===== src/rtl/mc_ctrl_if.sv =====
// Control-unit bus: IR fields, memory handshakes, datapath strobes and selects.
// master = the control unit, slave = datapath / memories side.
interface mc_ctrl_if #(
  parameter int unsigned CNT_W = 32
) ();
  logic [5:0]       op;
  logic [5:0]       funct;
  logic             zero;
  logic             imem_ack;
  logic             dmem_ack;
  logic             imem_req;
  logic             dmem_req;
  logic             mem_write;
  logic             ir_write;
  logic             pc_write;
  logic             reg_write;
  logic [1:0]       npc_src;
  logic [1:0]       reg_src;
  logic [2:0]       alu_op;
  logic             alu_src;
  logic [1:0]       ext_op;
  logic [1:0]       reg_dst;
  logic             illegal;
  logic             bus_err;
  logic [CNT_W-1:0] retired;
  logic [2:0]       state;

  modport master (
    input  op, funct, zero, imem_ack, dmem_ack,
    output imem_req, dmem_req, mem_write, ir_write, pc_write, reg_write,
    output npc_src, reg_src, alu_op, alu_src, ext_op, reg_dst,
    output illegal, bus_err, retired, state
  );

  modport slave (
    output op, funct, zero, imem_ack, dmem_ack,
    input  imem_req, dmem_req, mem_write, ir_write, pc_write, reg_write,
    input  npc_src, reg_src, alu_op, alu_src, ext_op, reg_dst,
    input  illegal, bus_err, retired, state
  );
endinterface


===== src/rtl/mc_ctrl.sv =====
// Multi-cycle control unit: FETCH/DECODE/EXEC/MEM/WB sequencer with memory
// req/ack handshakes, wait watchdog, illegal-opcode detection and retire counter.
module mc_ctrl #(
  parameter int unsigned WAIT_MAX = 15,
  parameter int unsigned CNT_W    = 32
) (
  input logic       clk,
  input logic       reset,
  mc_ctrl_if.master bus
);

  localparam logic [5:0] OpRtype = 6'b000000;
  localparam logic [5:0] OpOri   = 6'b001101;
  localparam logic [5:0] OpLui   = 6'b001111;
  localparam logic [5:0] OpLw    = 6'b100011;
  localparam logic [5:0] OpSw    = 6'b101011;
  localparam logic [5:0] OpBeq   = 6'b000100;
  localparam logic [5:0] OpJ     = 6'b000010;
  localparam logic [5:0] OpJal   = 6'b000011;
  localparam logic [5:0] FnAddu  = 6'b100001;
  localparam logic [5:0] FnSubu  = 6'b100011;
  localparam logic [5:0] FnJr    = 6'b001000;

  localparam int unsigned WaitW = (WAIT_MAX > 0) ? $clog2(WAIT_MAX + 1) : 1;
  localparam logic [WaitW-1:0] WaitMaxC = WaitW'(WAIT_MAX);
  localparam bit WdEn = (WAIT_MAX > 0);

  typedef enum logic [2:0] {
    StFetch  = 3'd0,
    StDecode = 3'd1,
    StExec   = 3'd2,
    StMem    = 3'd3,
    StWb     = 3'd4,
    StHalt   = 3'd7
  } state_e;

  state_e           state_q, state_d;
  logic [WaitW-1:0] wait_q, wait_d;
  logic             bus_err_q, bus_err_d;
  logic [CNT_W-1:0] retired_q;

  logic is_addu, is_subu, is_jr, is_ori, is_lui, is_lw, is_sw, is_beq, is_j, is_jal;
  logic is_illegal, is_jump_class, is_mem;
  logic req_pend, wd_fire, pc_write;

  assign is_addu = (bus.op == OpRtype) && (bus.funct == FnAddu);
  assign is_subu = (bus.op == OpRtype) && (bus.funct == FnSubu);
  assign is_jr   = (bus.op == OpRtype) && (bus.funct == FnJr);
  assign is_ori  = (bus.op == OpOri);
  assign is_lui  = (bus.op == OpLui);
  assign is_lw   = (bus.op == OpLw);
  assign is_sw   = (bus.op == OpSw);
  assign is_beq  = (bus.op == OpBeq);
  assign is_j    = (bus.op == OpJ);
  assign is_jal  = (bus.op == OpJal);
  assign is_illegal = !(is_addu || is_subu || is_jr || is_ori || is_lui ||
                        is_lw || is_sw || is_beq || is_j || is_jal);
  // Instructions that retire straight out of EXEC.
  assign is_jump_class = is_beq || is_j || is_jr || is_illegal;
  assign is_mem        = is_lw || is_sw;

  // Datapath selects: pure decode of op/funct, independent of state.
  always_comb begin
    bus.npc_src = 2'd0;
    bus.reg_src = 2'd0;
    bus.alu_op  = 3'd0;
    bus.alu_src = 1'b0;
    bus.ext_op  = 2'd0;
    bus.reg_dst = 2'd0;
    if (is_addu || is_subu) begin
      bus.reg_dst = 2'd1;
      bus.alu_op  = is_subu ? 3'd1 : 3'd0;
    end else if (is_jr) begin
      bus.npc_src = 2'd3;
    end else if (is_ori) begin
      bus.alu_op  = 3'd2;
      bus.alu_src = 1'b1;
    end else if (is_lui) begin
      bus.alu_src = 1'b1;
      bus.ext_op  = 2'd2;
      bus.reg_src = 2'd2;
    end else if (is_lw || is_sw) begin
      bus.alu_src = 1'b1;
      bus.ext_op  = 2'd1;
      bus.reg_src = is_lw ? 2'd1 : 2'd0;
    end else if (is_beq) begin
      bus.alu_op  = 3'd1;
      bus.ext_op  = 2'd1;
      bus.npc_src = bus.zero ? 2'd1 : 2'd0;
    end else if (is_j) begin
      bus.npc_src = 2'd2;
    end else if (is_jal) begin
      bus.npc_src = 2'd2;
      bus.reg_src = 2'd3;
      bus.reg_dst = 2'd2;
    end
  end

  // Strobes follow the current state; held off while reset is asserted.
  always_comb begin
    bus.imem_req  = reset && (state_q == StFetch);
    bus.ir_write  = bus.imem_req && bus.imem_ack;
    bus.dmem_req  = reset && (state_q == StMem);
    bus.mem_write = bus.dmem_req && is_sw;
    bus.reg_write = reset && (state_q == StWb);
    bus.illegal   = reset && (state_q == StExec) && is_illegal;
    pc_write      = reset && (((state_q == StExec) && is_jump_class) ||
                              (bus.dmem_req && bus.dmem_ack && is_sw) ||
                              (state_q == StWb));
    bus.pc_write  = pc_write;
  end

  // Next state, watchdog counter and sticky bus error.
  always_comb begin
    state_d   = state_q;
    wait_d    = wait_q;
    bus_err_d = bus_err_q;
    req_pend  = ((state_q == StFetch) && !bus.imem_ack) ||
                ((state_q == StMem) && !bus.dmem_ack);
    wd_fire   = WdEn && req_pend && (wait_q == WaitMaxC);
    unique case (state_q)
      StFetch: begin
        if (bus.imem_ack)  state_d = StDecode;
        else if (wd_fire)  state_d = StHalt;
      end
      StDecode: state_d = StExec;
      StExec: begin
        if (is_jump_class) state_d = StFetch;
        else if (is_mem)   state_d = StMem;
        else               state_d = StWb;
      end
      StMem: begin
        if (bus.dmem_ack)  state_d = is_sw ? StFetch : StWb;
        else if (wd_fire)  state_d = StHalt;
      end
      StWb:   state_d = StFetch;
      StHalt: state_d = StHalt;
      default: state_d = StFetch;
    endcase
    if ((state_d == StHalt) && (state_q != StHalt)) bus_err_d = 1'b1;
    // Every state change restarts the wait count; it saturates at WAIT_MAX.
    if (state_d != state_q) begin
      wait_d = '0;
    end else if (req_pend && (wait_q != WaitMaxC)) begin
      wait_d = wait_q + WaitW'(1);
    end
  end

  // State registers; retire count advances on every PC update.
  always_ff @(posedge clk or negedge reset) begin
    if (!reset) begin
      state_q   <= StFetch;
      wait_q    <= '0;
      bus_err_q <= 1'b0;
      retired_q <= '0;
    end else begin
      state_q   <= state_d;
      wait_q    <= wait_d;
      bus_err_q <= bus_err_d;
      if (pc_write) retired_q <= retired_q + CNT_W'(1);
    end
  end

  assign bus.state   = state_q;
  assign bus.bus_err = bus_err_q;
  assign bus.retired = retired_q;

endmodule


===== src/flat_wrapper.sv =====
// flat-port wrapper written by rule: the top's interface ports become plain ports
module mc_ctrl_flat 
#(
  parameter int unsigned WAIT_MAX = 15,
  parameter int unsigned CNT_W    = 32
)
  (clk, reset, bus_op, bus_funct, bus_zero, bus_imem_ack, bus_dmem_ack, bus_imem_req, bus_dmem_req, bus_mem_write, bus_ir_write, bus_pc_write, bus_reg_write, bus_npc_src, bus_reg_src, bus_alu_op, bus_alu_src, bus_ext_op, bus_reg_dst, bus_illegal, bus_bus_err, bus_retired, bus_state);
  mc_ctrl_if #(.CNT_W(CNT_W)) bus_i ();
  input logic clk;
  input logic reset;
  input wire logic [$bits(bus_i.op)-1:0] bus_op;
  input wire logic [$bits(bus_i.funct)-1:0] bus_funct;
  input wire logic [$bits(bus_i.zero)-1:0] bus_zero;
  input wire logic [$bits(bus_i.imem_ack)-1:0] bus_imem_ack;
  input wire logic [$bits(bus_i.dmem_ack)-1:0] bus_dmem_ack;
  output wire logic [$bits(bus_i.imem_req)-1:0] bus_imem_req;
  output wire logic [$bits(bus_i.dmem_req)-1:0] bus_dmem_req;
  output wire logic [$bits(bus_i.mem_write)-1:0] bus_mem_write;
  output wire logic [$bits(bus_i.ir_write)-1:0] bus_ir_write;
  output wire logic [$bits(bus_i.pc_write)-1:0] bus_pc_write;
  output wire logic [$bits(bus_i.reg_write)-1:0] bus_reg_write;
  output wire logic [$bits(bus_i.npc_src)-1:0] bus_npc_src;
  output wire logic [$bits(bus_i.reg_src)-1:0] bus_reg_src;
  output wire logic [$bits(bus_i.alu_op)-1:0] bus_alu_op;
  output wire logic [$bits(bus_i.alu_src)-1:0] bus_alu_src;
  output wire logic [$bits(bus_i.ext_op)-1:0] bus_ext_op;
  output wire logic [$bits(bus_i.reg_dst)-1:0] bus_reg_dst;
  output wire logic [$bits(bus_i.illegal)-1:0] bus_illegal;
  output wire logic [$bits(bus_i.bus_err)-1:0] bus_bus_err;
  output wire logic [$bits(bus_i.retired)-1:0] bus_retired;
  output wire logic [$bits(bus_i.state)-1:0] bus_state;
  assign bus_i.op = bus_op;
  assign bus_i.funct = bus_funct;
  assign bus_i.zero = bus_zero;
  assign bus_i.imem_ack = bus_imem_ack;
  assign bus_i.dmem_ack = bus_dmem_ack;
  assign bus_imem_req = bus_i.imem_req;
  assign bus_dmem_req = bus_i.dmem_req;
  assign bus_mem_write = bus_i.mem_write;
  assign bus_ir_write = bus_i.ir_write;
  assign bus_pc_write = bus_i.pc_write;
  assign bus_reg_write = bus_i.reg_write;
  assign bus_npc_src = bus_i.npc_src;
  assign bus_reg_src = bus_i.reg_src;
  assign bus_alu_op = bus_i.alu_op;
  assign bus_alu_src = bus_i.alu_src;
  assign bus_ext_op = bus_i.ext_op;
  assign bus_reg_dst = bus_i.reg_dst;
  assign bus_illegal = bus_i.illegal;
  assign bus_bus_err = bus_i.bus_err;
  assign bus_retired = bus_i.retired;
  assign bus_state = bus_i.state;
  mc_ctrl #(.WAIT_MAX(WAIT_MAX), .CNT_W(CNT_W)) u_core (.clk(clk), .reset(reset), .bus(bus_i));
endmodule

===== config.mk =====
export PLATFORM = sky130hd
export DESIGN_NAME = mc_ctrl_flat
export DESIGN_NICKNAME = d
export VERILOG_FILES = /design/src/rtl/mc_ctrl_if.sv /design/src/rtl/mc_ctrl.sv /design/src/flat_wrapper.sv
export SDC_FILE = /design/constraint.sdc
export NUM_CORES = 1
export LEC_CHECK = 0
export ABC_AREA = 1
export CAP_MARGIN = 20
export CORE_MARGIN = 1
export CORE_UTILIZATION = 46
export CTS_BUF_LIST = sky130_fd_sc_hd__clkbuf_4
export DETAILED_ROUTE_END_ITERATION = 16
export PLACE_DENSITY = 0.81
export SLEW_MARGIN = 25
export SYNTH_ARGS = -nofsm -noshare
export SYNTH_HDL_FRONTEND = slang
export SYNTH_SLANG_ARGS = --single-unit

===== constraint.sdc =====
create_clock -name clk -period 1.9 [get_ports clk]
set_input_delay 0.475 -clock clk [delete_from_list [all_inputs] [get_ports clk]]
set_output_delay 0.475 -clock clk [all_outputs]
set_load 0.01 [all_outputs]

==> metrics.txt <==
cell taking the most area after synthesis=dfrtp_1; top layer in use=met4; Max FO, Critical Path=3; Tot GR Track Use=26.48%; Mapped Nets=434; DR WL met3=434 um; fin crit period=2034 ps; status=finished, violations left; Worst Path Required=1420 ps; Commonest cells post-synth=nand2_1 (120), nor2_1 (62), inv_1 (55); Rows=28; Die ar.=0.006476 sq mm; register area share after synthesis=35.34%; crit path kind=reg -> out; Clock Sinks=40; CORE AREA=0.005921 sq mm; CP peak stage delay=410 ps; EDFF count, synth=0; Max IR drop VDD=286.6 uV; Detailed Place HPWL=6151 um; RSZ-0062 raised after global routing=yes; Synth Flop Type=dfrtp_1; FF+latch count, synth=40; clk_skew=11.57 ps; Pwr Density=410.6 mW/mm^2; max-cap viol count=0; n_diodes=0; Final Max Tran Viols=0; share of layout cells above drive strength 1=26.05%; Slew HR=66.08%; routed vias/inst=5.271; initial DRC count=203; Syn Inst Count=415; Final Non-Filler Cells=601; synthesized area=0.002833 sq mm; CP Launch Type=flop; Worst-path clk slew=120 ps; H-tree Lvls=2; final core utilization=68.17%; starting density of the core=47.84%; Critical-path top delay cell=dfrtp_1; CTS tree=yes; WL met2=4158 um; GPL Wtd Cong=0.9733; Routed Antenna Nets=0; post-synth top area share=35.34%; most common cell in the netlist=nand2_1; Root Driver=clkbuf_4; drt drc=0; detailed-route via count=3168; Worst-Margin Slew=508.8 ps; largest cells by area after synthesis=dfrtp_1 (35%), nand2_1 (16%), nor2_1 (8.2%); Tcrit/Tclk final=107.1%; arrival time worst endpoint=1560 ps; largest net degree at the start of global routing=41; failing checks=negative setup slack; DRT Pass-1 Iters=5; sequence of cells on the critical path=buf_6 -> nor2_4 -> nand2_2 -> o31ai_2 -> nand2_1 -> nand2_4 -> buf_6; initial antenna violation count=0; TNS Setup=-227.8 ps; Static Leakage=0.001896 uW; FMAX=0.4916 GHz; CTS Buf Count=5; cell total after placement=589; PortBufs=70; wire length of the first global-routing pass=13230 um; final worst slack=-134.0 ps; wire length per cell=14.05 um; most frequent CP cell=buf_6; vias in the first global route=2854; setup violators final=4; Hold-fix buffers, CTS=0; Syn. warnings=0; met1 WL=3660 um; CP endpoint kind=primary output; Die Y=80.48 um; Net count, final=545; Worst-Skew Late Latency=340 ps; grt total ovfl=0; syn avg cell area=6.826 sq um; Die X=80.48 um; P&R area growth vs syn=42.49%; Cell variety after synth=30; Hold Vio Cnt, Final=0; final wirelength=8447 um; total I/O pin count=72; Clock Tree Buf Depth=2; Post-synth ARST share=100.0%; Hold/Removal Path Class=in -> async
through the flow:
| stage | area (sq um) | hold WS [ps] | power (uW) | worst slack [ps] |
|---|---|---|---|---|
| floorplan | 2835 | 179.4 | 1050 | 11.91 |
| global placement | 3820 | 447.1 | 1218 | -893.1 |
| detailed placement | 3820 | 454.0 | 1228 | -950.0 |
| CTS | 3958 | 249.8 | 1650 | -160.3 |
| global route | 4036 | 273.6 | 1730 | -186.6 |
| finish | 4036 | 236.6 | 1657 | -134.0 |
placed cells by master (no fill, tap or decap), types with 4 or more instances in the layout:
| cell type | count |
|---|---|
| o21ai_1 | 20 |
| nand3_1 | 10 |
| nor4_1 | 6 |
| o21ai_2 | 5 |
| nand4_1 | 6 |
| buf_6 | 11 |
| nor2_4 | 9 |
| buf_2 | 17 |
| xnor2_1 | 5 |
| inv_2 | 10 |
| nand2_2 | 10 |
| nor3_1 | 18 |
| clkbuf_4 | 6 |
| inv_1 | 46 |
| dfrtp_2 | 4 |
| nor3_2 | 4 |
| buf_4 | 36 |
| dfrtp_1 | 36 |
| nor2_2 | 8 |
| nor2_1 | 46 |
| clkdlybuf4s50_1 | 33 |
| nand2_1 | 112 |
| xor2_1 | 25 |
| o21ai_0 | 8 |
| nand3_2 | 5 |
| dlygate4sd2_1 | 6 |
report_power, final:
part | leakage [uW] | total [uW] | internal (uW) | switching, uW
Clock | 0.0000315 | 420 | 151 | 269
Combinational | 0.00136 | 318 | 147 | 170
Sequential | 0.000500 | 920 | 883 | 37.1
routing by layer:
metal,vias up,track usage (%)
met2,115,45.34
li1,1532,-
met1,1502,34.58
met5,-,0
met4,0,7.679
met3,19,3.409
critical path, delay by kind of cell (launching register included):
kind                   cells  cell delay (ps)
DFF                        1              410
buffers and inverters      2              230
AOI/OAI and AO/OA          1              190
and+or+nand+nor            4              380
state kept, by name, indices dropped and copies added (netlist names):
signal,count
u_core.bus.bus_err,1
u_core.bus.retired,32
u_core.bus.state,3
u_core.wait_q,4
timing repair:
action / CTS / global route
pin swaps: 22 / 14
gates resized for setup: 148 / 45
setup buffers: 4 / 3
endpoints found under the setup margin: 55 / 43
cell families after synthesis:
kind of cell / after synthesis / share of synthesized area [%]
other: 1 / 0.1324
xor gates and xnor gates: 31 / 9.850
adders and majority gates: 2 / 0.8833
buffers and inverters: 63 / 10.07
AOI/OAI and AO/OA: 39 / 8.260
DFF: 40 / 35.34
and+or+nand+nor: 239 / 35.47
worst paths after layout:
path,slack (ps),endpoint,depth (start not counted),from
setup / recovery,-130,bus_pc_write,7,u_core.bus.state[2]
hold / removal,240,u_core.bus.retired[19],2,reset
setup reg to reg,60,u_core.bus.retired[28],10,u_core.bus.state[2]
hold reg to reg,480,u_core.bus.bus_err,2,u_core.bus.bus_err
max in group asynchronous,1290,u_core.bus.retired[13],2,reset
min in group clk,480,u_core.bus.bus_err,2,u_core.bus.bus_err
layout make-up:
type	count	area (sq um)
inverter	56	210.2
sequential	40	1006
timing repair buffer	111	940.9
tap	75	93.84
clock buffer	6	45.04
clock inverter	1	5.005
multi-input combinational	312	1735
fill	499	1884
(Power assumes the default switching activity.)
==> variant 1 (same settings) <==
Make the reset (`reset`) synchronous in one clocked block.
--- a/src/rtl/mc_ctrl.sv
+++ b/src/rtl/mc_ctrl.sv
@@ -147,7 +147,7 @@
   end
 
   // State registers; retire count advances on every PC update.
-  always_ff @(posedge clk or negedge reset) begin
+  always_ff @(posedge clk) begin
     if (!reset) begin
       state_q   <= StFetch;
       wait_q    <= '0;
Check against the original RTL: differs if reset is asserted again (counterexample within 4 cycles, from zero or initial values and one cycle with reset low); with reset held inactive, the same outputs for 10 cycles.
==> variant 1 against the original RTL <==
- sequential power fell by 7.7%
- hold slack improved by 0.26 ns
- wire length increased by 12%
- total power up 5.1%
- sequential cell count is the same
- maximum frequency decreased by 2.1%
- combinational power fell by 11%
- cell area up 5.1%
- synthesized area up 1.6%
- the flow still finishes with violations (setup timing)
- setup slack got worse by 0.044 ns
- clock skew barely moved
- register-to-register slack better by 0.04 ns
- sequential share of layout area is 5.4 points lower
- largest cell class unchanged
==> variant 1: results (changes against the original RTL) <==
stage,metric,value,unit,change
power_and_ir_drop,Sw Pwr,485,uW,was 476 uW
critical_path,"CP delay by family, top",simple AND/OR/NAND/NOR gates,,was flip-flops
status,violations in the final reports,setup timing,,unchanged
layout,Layout Cells excl Fill,631,,was 601
layout,comb_multi_in,339,,was 312
grt,GRT Total Usage,0.289,,was 0.265
power_and_ir_drop,Leak,0.00181,uW,was 0.00190 uW
logic_synthesis,Main synth FF type,dfxtp_1,,was dfrtp_1
layout,fillers,478,,was 499
power_and_ir_drop,Pwr per Cell Area,411,nW/um^2,about the same
status,status,finished with violations,,unchanged
layout,ratio of cells with drive above 1 in the final layout,0.340,,was 0.260
logic_synthesis,Post-synth top cells,"108 x nand2_1, 58 x nor2_1, 40 x dfxtp_1, 40 x inv_1, 33 x nand3_1",,"was 120 x nand2_1, 62 x nor2_1, 55 x inv_1, 40 x dfrtp_1, 25 x xor2_1"
placed_design,dpl hpwl,6550,um,was 6150 um
layout,"Design Area, Final",4240,um^2,was 4040 um^2
layout,nets,574,,was 545
layout,Layout non-clock buf frac,0.251,,was 0.233
layout,Clock buf/inv share,0.0189,,was 0.0124
placed_design,pre-CTS setup slack,-0.949,ns,was -0.950 ns
sta,PnR worst setup slack,-0.178,ns,was -0.134 ns
sta,final setup violation count,5,,was 4
placed_design,Post-DP Area,3940,um^2,was 3820 um^2
layout,invs w/o clock,44,,was 56
layout,fraction of area in multi-input gates,0.473,,was 0.430
layout,register area,828,um^2,was 1010 um^2
critical_path,CP arrival,1.60,ns,was 1.56 ns
power_and_ir_drop,VDD IR max,0.000387,V,was 0.000287 V
power_and_ir_drop,P_clk,609,uW,was 420 uW
critical_path,Slowest cell on crit path,nor2_4,,was dfrtp_1
variant 1: routing by layer:
layer  part of all wire  track usage  vias up
li1                   -            -     1634
met1               0.38        0.314     1600
met2               0.52        0.539      148
met3              0.065       0.0618       37
met4              0.037        0.113        0
met5                  0            0        -
variant 1: final timing paths:
check                   startpoint                endpoint  slack, ns  depth (start not counted)
max                      bus_op[5]            bus_pc_write      -0.18                         11
min             u_core.bus.bus_err      u_core.bus.bus_err       0.49                          2
max reg2reg  u_core.bus.retired[0]  u_core.bus.retired[24]       0.10                          8
min reg2reg     u_core.bus.bus_err      u_core.bus.bus_err       0.49                          2
variant 1: kinds of logic after synthesis:
group,Yosys count,synth area share
fa+ha+maj,2,0.00869
flops,40,0.278
buf+inv,58,0.0917
xor+xnor,33,0.100
other cells,1,0.00130
compound gates,43,0.0891
mux,1,0.00348
simple gates,259,0.427
variant 1: what timing repair did:
action	CTS	global route
gates resized for setup	150	59
endpoints found under the setup margin	61	43
hold buffers	0	0
buffers inserted	4	3
pin swaps	21	11
gates cloned	0	0
==> variant 2 (same flow settings) <==
Made on the original files. `WAIT_MAX` is set to 15 in 2 places; all go to 30.
--- a/src/rtl/mc_ctrl.sv
+++ b/src/rtl/mc_ctrl.sv
@@ -1,7 +1,7 @@
 // Multi-cycle control unit: FETCH/DECODE/EXEC/MEM/WB sequencer with memory
 // req/ack handshakes, wait watchdog, illegal-opcode detection and retire counter.
 module mc_ctrl #(
-  parameter int unsigned WAIT_MAX = 15,
+  parameter int unsigned WAIT_MAX = 30,
   parameter int unsigned CNT_W    = 32
 ) (
   input logic       clk,
--- a/src/flat_wrapper.sv
+++ b/src/flat_wrapper.sv
@@ -1,7 +1,7 @@
 // flat-port wrapper written by rule: the top's interface ports become plain ports
 module mc_ctrl_flat 
 #(
-  parameter int unsigned WAIT_MAX = 15,
+  parameter int unsigned WAIT_MAX = 30,
   parameter int unsigned CNT_W    = 32
 )
   (clk, reset, bus_op, bus_funct, bus_zero, bus_imem_ack, bus_dmem_ack, bus_imem_req, bus_dmem_req, bus_mem_write, bus_ir_write, bus_pc_write, bus_reg_write, bus_npc_src, bus_reg_src, bus_alu_op, bus_alu_src, bus_ext_op, bus_reg_dst, bus_illegal, bus_bus_err, bus_retired, bus_state);
Check against the original RTL: same outputs for any inputs over 10 cycles, from zero or initial values and one cycle with reset low; that may be too few to reach the edited logic, so the function may still have changed.
==> variant 2 against the original RTL <==
- setup slack lost 0.062 ns
- largest cell class unchanged
- first-iteration DRC count grew 26%
- the flow still finishes with violations (setup timing)
- wire length grew 13%
- count of clock-buffer cells in the layout shrank 1
- synthesized cell count grew 1.2%
- sequential cell count grew 1
- critical path type is now in2out
- cell area grew 8.5%
- synthesized area grew 4.8%
Power is not compared: it rests on default switching activity, and its combinational part moved more than twofold at a synthesized area within 25%.
==> variant 2: results (changes against the original RTL) <==
stage,metric,value,unit,change
detailed_routing,Total Wirelength,9540,um,was 8450 um
critical_path,crit-path max cell delay,0.20,ns,was 0.41 ns
sta,final setup violation count,13,,was 4
logic_synthesis,Synth Area in Compound Gates,0.0649,,was 0.0826
grt,GRT Total Usage,0.277,,was 0.265
critical_path,r2r worst-path depth,15,,was 10
logic_synthesis,adder-cell share of the synthesized area,0.0126,,was 0.00883
status,violations in the final reports,setup timing,,unchanged
logic_synthesis,main area contributors after synthesis,"dfrtp_1 35%, nand2_1 15%, xor2_1 8.0%",,"was dfrtp_1 35%, nand2_1 16%, nor2_1 8.2%"
layout,ratio of cells with drive above 1 in the final layout,0.318,,was 0.260
critical_path,flop2flop setup slack,-0.16,ns,was 0.06 ns
detailed_routing,DR WL met3,614,um,was 434 um
critical_path,Slowest cell on crit path,nor2_1,,was dfrtp_1
logic_synthesis,post-synthesis sequential area ratio,0.346,,was 0.353
detailed_routing,Via density,5.38,,was 5.27
logic_synthesis,Yosys cell types,33,,was 30
logic_synthesis,net count after synthesis,440,,was 434
logic_synthesis,Post-synth top cells,"117 x nand2_1, 54 x inv_1, 50 x nor2_1, 41 x dfrtp_1, 27 x xor2_1",,"was 120 x nand2_1, 62 x nor2_1, 55 x inv_1, 40 x dfrtp_1, 25 x xor2_1"
logic_synthesis,XOR/XNOR Fraction of Synth Area,0.0999,,was 0.0985
clock_network,Post-CTS Setup Bufs,12,,was 4
status,status,finished with violations,,unchanged
layout,nets,570,,was 545
critical_path,Reg-to-Reg End,u_core.wait_q[3],,was u_core.bus.retired[28]
placed_design,pre-CTS setup slack,-0.875,ns,was -0.950 ns
sta,PnR worst setup slack,-0.196,ns,was -0.134 ns
critical_path,CP arrival,1.62,ns,was 1.56 ns
grt,GRT met1 Usage,0.334,,was 0.346
clock_network,worst skew pair latency,0.36,ns,was 0.34 ns
grt,grt met3 use,0.0473,,was 0.0341
detailed_routing,metal2 WL,4800,um,was 4160 um
detailed_routing,DR iter-0 viols,256,,was 203
critical_path,"CP delay by family, top",simple AND/OR/NAND/NOR gates,,was flip-flops
placed_design,GP Congestion,0.938,,was 0.973
## variant 2: final cells by class
cell class | instances | area, um^2
well taps | 75 | 93.8
inverters | 55 | 211
clock inverters | 3 | 17.5
multi-input cells | 316 | 1840
clock buffers | 5 | 37.5
flip-flops and latches | 41 | 1050
repair buffers | 131 | 1130
fillers | 459 | 1680
## variant 2: cell families after synthesis
family	count (synthesis)
flops	41
simple gates	244
buf+inv	63
compound gates	35
other cells	1
fa+ha+maj	3
xor+xnor	33
## variant 2: through the flow
stage | instances | TNS [ns] | instance area [um^2]
3_3_place_gp | 592 | -29.47 | 3940
6_report | 626 | -1.63 | 4380
3_5_place_dp | 592 | -33.33 | 3940
5_1_grt | 626 | -2.15 | 4380
2_1_floorplan | 420 | 0 | 2970
4_1_cts | 612 | -0.947 | 4150
## variant 2: report_power, final
part	switching, uW	internal [uW]	total (uW)
Sequential	0	872	872
Combinational	83.4	57.9	141
Clock	314	141	454
